<file path="src/rtl/run_control_pkg.sv">
// Shared state encoding and counter widths for the processor run/step controller.
package run_control_pkg;

   typedef enum logic [2:0] {
      ST_HOLD   = 3'd0,
      ST_ARM    = 3'd1,
      ST_RUN    = 3'd2,
      ST_PAUSE  = 3'd3,
      ST_HALTED = 3'd4
   } state_t;

   localparam int COUNT_W    = 16;
   localparam int DB_CNT_W   = 16;
   localparam int HOLD_CNT_W = 8;

endpackage

</file>
<file path="src/rtl/run_control_debounce.sv">
// Two-flop synchronizer followed by a stability debouncer for one raw switch or button.
module debounce
   import run_control_pkg::*;
#(
   parameter int DEBOUNCE_CYCLES = 4
) (
   input  logic clk,
   input  logic reset_n,
   input  logic i_raw,
   output logic o_level
);

   localparam logic [DB_CNT_W-1:0] LP_LAST = DB_CNT_W'(DEBOUNCE_CYCLES - 1);

   logic                r_sync1;
   logic                r_sync2;
   logic                r_level;
   logic [DB_CNT_W-1:0] r_diffCnt;

   // r_diffCnt counts consecutive cycles the synchronized input disagrees with r_level
   always_ff @(posedge clk or negedge reset_n) begin
      if (!reset_n) begin
         r_sync1   <= 1'b0;
         r_sync2   <= 1'b0;
         r_level   <= 1'b0;
         r_diffCnt <= '0;
      end else begin
         r_sync1 <= i_raw;
         r_sync2 <= r_sync1;
         if (r_sync2 == r_level) begin
            r_diffCnt <= '0;
         end else if (r_diffCnt == LP_LAST) begin
            r_level   <= r_sync2;
            r_diffCnt <= '0;
         end else begin
            r_diffCnt <= r_diffCnt + DB_CNT_W'(1);
         end
      end
   end

   assign o_level = r_level;

endmodule

</file>
<file path="src/rtl/run_control.sv">
// Processor run controller: debounced start/mode/step switches drive a reset/run/single-step FSM.
module run_control
   import run_control_pkg::*;
#(
   parameter int DEBOUNCE_CYCLES = 4,
   parameter int HOLD_CYCLES     = 3
) (
   input  logic                clk,
   input  logic                reset_n,
   input  logic                start_sw,
   input  logic                mode_sw,
   input  logic                step_btn,
   input  logic                halt_req,
   output logic                cpu_reset,
   output logic                cpu_en,
   output logic [2:0]          state,
   output logic [COUNT_W-1:0]  instr_count
);

   logic                  w_start;
   logic                  w_mode;
   logic                  w_step;
   logic                  w_stepPulse;
   logic                  r_stepPrev;
   state_t                r_state;
   logic [HOLD_CNT_W-1:0] r_holdCnt;
   logic                  r_cpuReset;
   logic                  r_cpuEn;
   logic [COUNT_W-1:0]    r_instrCount;

   debounce #(.DEBOUNCE_CYCLES(DEBOUNCE_CYCLES)) u_startDb (
      .clk     (clk),
      .reset_n (reset_n),
      .i_raw   (start_sw),
      .o_level (w_start)
   );

   debounce #(.DEBOUNCE_CYCLES(DEBOUNCE_CYCLES)) u_modeDb (
      .clk     (clk),
      .reset_n (reset_n),
      .i_raw   (mode_sw),
      .o_level (w_mode)
   );

   debounce #(.DEBOUNCE_CYCLES(DEBOUNCE_CYCLES)) u_stepDb (
      .clk     (clk),
      .reset_n (reset_n),
      .i_raw   (step_btn),
      .o_level (w_step)
   );

   always_ff @(posedge clk or negedge reset_n) begin
      if (!reset_n) begin
         r_stepPrev <= 1'b0;
      end else begin
         r_stepPrev <= w_step;
      end
   end

   assign w_stepPulse = w_step & ~r_stepPrev;

   // Outputs are registered alongside the state so they describe the cycle being entered
   always_ff @(posedge clk or negedge reset_n) begin
      if (!reset_n) begin
         r_state    <= ST_HOLD;
         r_holdCnt  <= '0;
         r_cpuReset <= 1'b1;
         r_cpuEn    <= 1'b0;
      end else if (!w_start) begin
         r_state    <= ST_HOLD;
         r_cpuReset <= 1'b1;
         r_cpuEn    <= 1'b0;
      end else begin
         r_cpuEn <= 1'b0;
         case (r_state)
            ST_HOLD: begin
               r_state    <= ST_ARM;
               r_holdCnt  <= HOLD_CNT_W'(HOLD_CYCLES);
               r_cpuReset <= 1'b1;
            end
            ST_ARM: begin
               if (r_holdCnt == HOLD_CNT_W'(1)) begin
                  r_state    <= w_mode ? ST_PAUSE : ST_RUN;
                  r_cpuReset <= 1'b0;
                  r_cpuEn    <= ~w_mode;
               end else begin
                  r_holdCnt <= r_holdCnt - HOLD_CNT_W'(1);
               end
            end
            ST_RUN: begin
               if (halt_req) begin
                  r_state <= ST_HALTED;
               end else if (w_mode) begin
                  r_state <= ST_PAUSE;
               end else begin
                  r_cpuEn <= 1'b1;
               end
            end
            ST_PAUSE: begin
               // A halt only counts when it comes back from the single stepped instruction
               if (r_cpuEn && halt_req) begin
                  r_state <= ST_HALTED;
               end else if (!w_mode) begin
                  r_state <= ST_RUN;
                  r_cpuEn <= 1'b1;
               end else begin
                  r_cpuEn <= w_stepPulse;
               end
            end
            ST_HALTED: begin
               r_state <= ST_HALTED;
            end
            default: begin
               r_state    <= ST_HOLD;
               r_cpuReset <= 1'b1;
            end
         endcase
      end
   end

   always_ff @(posedge clk or negedge reset_n) begin
      if (!reset_n) begin
         r_instrCount <= '0;
      end else if (r_cpuReset) begin
         r_instrCount <= '0;
      end else if (r_cpuEn) begin
         r_instrCount <= r_instrCount + COUNT_W'(1);
      end
   end

   assign cpu_reset   = r_cpuReset;
   assign cpu_en      = r_cpuEn;
   assign state       = r_state;
   assign instr_count = r_instrCount;

endmodule

</file>
<file path="config.mk">
export PLATFORM = sky130hd
export DESIGN_NAME = run_control
export DESIGN_NICKNAME = d
export VERILOG_FILES = /design/src/rtl/run_control_pkg.sv /design/src/rtl/run_control_debounce.sv /design/src/rtl/run_control.sv
export SDC_FILE = /design/constraint.sdc
export NUM_CORES = 1
export LEC_CHECK = 0
export CORE_ASPECT_RATIO = 1.1
export CORE_UTILIZATION = 53
export DETAILED_ROUTE_END_ITERATION = 12
export PLACE_DENSITY = 0.75
export SLEW_MARGIN = 20
export SYNTH_ARGS = -nofsm -noshare
export SYNTH_HDL_FRONTEND = slang
export SYNTH_SLANG_ARGS = --single-unit
</file>
<file path="constraint.sdc">
create_clock -name clk -period 2 [get_ports clk]
set_input_delay 0.3 -clock clk [delete_from_list [all_inputs] [get_ports clk]]
set_output_delay 0.3 -clock clk [all_outputs]
set_load 0.05 [all_outputs]
</file>
==> results.toml <==
[clock_tree]
clockBufferDepth = 2
cts-root-buf = "clkbuf_8"
numCtsBuffers = 9
clock-sinks = 87
cts.clk_slew.worst_paths_ns = 0.10
cts-htree-levels = 3
cts_tree = "yes"
clock_latency_ns = 0.35

[timing]
maxSlewHeadroom_pct = 65.2
fin_ws_ns = 0.0667
fin_skew_ns = 0.0114
slew_viol_final = 0
tightest_slew_ns = 0.520
rsz0062_at_grt = "false"
fin_crit_ns = 1.93
final.setup.tns_ns = 0
clock.fmax_ghz = 0.517
timing.final.setup_violations = 0
post-route-period-util_pct = 96.7
final_hold_viol_count = 0

[placed_design]
gp_congestion = 0.821
preCtsSetupSlack_ns = 0.0278
dp_hpwl_mm = 5.68
placed_area_um2 = 4630
port_buffers = 26

[layout]
layout.nets = 469
fin_area_um2 = 4900
area_growth_pct = 16.4
finish.utilization_pct = 64.8
drive_gt1_share_pct = 10.2
n_antenna_cell = 0

[global_routing]
antenna_found_initial = 0
grt_pass1_vias = 3106
grt_overflow = 0
grt_pass1_wl_mm = 14.0
grt_max_degree = 42
track_usage_pct = 21.6

[synth]
ys.flop_type = "dfrtp_1"
synth_commonest_cells = "dfrtp_1, nor2_1, xnor2_1"
synthDistinctLibCells = 52
yosysTopAreaCell = "dfrtp_1"
synth_area_um2 = 4210
yosysSeqAreaShare_pct = 51.8
syn_area_per_cell_um2 = 10.0
syn-num-nets = 432
yosys-top-cells-area = "dfrtp_1, xnor2_1, nor2_1"
synth-edff-count = 0
yosysMostFrequentCell = "dfrtp_1"
async_reset_ff_share_pct = 100
yosysWarningCount = 0
syn_inst = 420
ys_ff_latch = 87
yosysTopAreaCellShare_pct = 51.1

[power]
powerDensity_nw_per_um2 = 983
fin_total_pwr_mw = 4.82
peakVddDrop_mv = 0.468
p_leak_nw = 2.11

[worst_setup_path]
critPathLaunchType = "flop"
critPathRequiredTime_ns = 1.70
rr_endpoint = "r_holdCnt[4]$_DFFE_PN0P_"
cp_cell_sequence = "clkdlybuf4s50_1"
slowest_stage = "clkdlybuf4s50_1"
r2r-start = "r_holdCnt[5]$_DFFE_PN0P_"
ff2ff_path_depth = 4
cp_max_fo = 5
worstPathArrival_ns = 1.63
path_buf_inv = 1
path_delay_family = "buffers and inverters"
critPathMaxStageDelay_ns = 0.84
endpoint_kind = "output port"
r2r_slack_ns = 0.12
path_class = "flop to output port"

[hold_path]
holdPathEnd = "u_startDb.r_sync2$_DFF_PN0_"
hold_depth = 0
holdCritStartpoint = "u_startDb.r_sync1$_DFF_PN0_"
hp-class = "flop to flop"

[die]
die_y_um = 95.5
fp.dieArea_um2 = 8300
coreArea_um2 = 7560
io_pins = 27
placementRows = 33
die_w_um = 87.0
start_util_pct = 55.7

[run_status]
outcome = "finished, final reports clean"

[drt]
vias = 3187
drc = 0
antenna_left = 0
wl_mm = 8.09
drtIter0Drc = 275
wl_per_cell_um = 14.3
via_per_inst = 5.62
drtPass1Iterations = 4

[run]
cap_viol_max_count = 0
registers in the layout (all words and copies together), names as in the netlist, 3 cells and up:
name	cells
instr_count	16
r_holdCnt	8
state	3
u_modeDb.r_diffCnt	16
u_startDb.r_diffCnt	16
u_stepDb.r_diffCnt	16
layer usage:
layer / global-route usage [%] / vias up / wire length (um)
met5: 0 / - / 0
met1: 28.1 / 1562 / 3830
met2: 35.9 / 51 / 3970
li1: - / 1568 / -
met3: 3.12 / 6 / 220
met4: 9.58 / 0 / 74
worst max path at each step:
stage,slack [ns],endpoint,depth (start not counted),startpoint
after floorplan,0.01,instr_count[15]$_DFFE_PN0P_,4,instr_count[4]$_DFFE_PN0P_
after global placement,0.11,r_holdCnt[4]$_DFFE_PN0P_,6,r_holdCnt[1]$_DFFE_PN0P_
after detailed placement,0.03,r_holdCnt[4]$_DFFE_PN0P_,6,r_holdCnt[1]$_DFFE_PN0P_
after CTS,0.002,r_holdCnt[4]$_DFFE_PN0P_,6,r_holdCnt[1]$_DFFE_PN0P_
after global routing,0.01,instr_count[7],1,instr_count[7]$_DFFE_PN0P_
final,0.07,instr_count[7],1,instr_count[7]$_DFFE_PN0P_
area by class of cell:
cell class	instances	area (um^2)
clock inverter	6	93.8
tap	105	131
multi-input combinational	307	1930
fill	588	2660
clock buffer	10	138
inverter	13	48.8
sequential	87	2180
timing repair buffer	39	375
power by group:
group          internal, mW  switching [mW]
Sequential             1.95           0.220
Combinational         0.479           0.779
Clock                 0.744           0.642
Total                  3.18            1.64
repair_timing:
item,4_1_cts,5_1_grt
setup endpoints to repair,2,11
hold endpoints to repair,27,0
hold buffers,1,0
gates resized for setup,2,8
buffers inserted,0,0
cloned,0,0
cell families after synthesis:
kind of cell	count (synthesis)	synth area share, %
fa+ha+maj	6	1.78
xor+xnor	53	11.0
compound gates	43	6.81
simple gates	201	24.9
flops	87	51.8
buf+inv	26	2.65
mux	4	1.04
stage by stage:
stage	hold slack (ns)	std cells
detailed placement	0.261	550
global placement	0.263	550
finish	0.358	567
global route	0.374	567
CTS	0.359	567
floorplan	0.00441	420
cell usage in the layout, fill, tap and decap left out, types with 2 or more instances in the layout:
cell / n
dlymetal6s2s_1: 6
or4_4: 2
nand3_1: 18
mux2_2: 3
and2_1: 4
and3_1: 4
nand2_1: 24
xnor2_1: 28
nor2b_1: 2
nand4_1: 24
nor2_1: 64
dfrtp_2: 3
dfrtp_1: 83
and4_1: 4
clkdlybuf4s50_1: 14
or3_1: 12
nand2b_1: 2
ha_1: 6
o21ai_0: 11
xor2_1: 25
inv_1: 13
nor3b_1: 2
nor4_1: 19
nor3_1: 11
buf_4: 15
a21oi_1: 15
or4_1: 2
a211o_1: 2
clkbuf_8: 10
o31ai_1: 2
dlygate4sd2_1: 2
clkinv_4: 3
bufinv_16: 2
(Power assumes the default switching activity.)
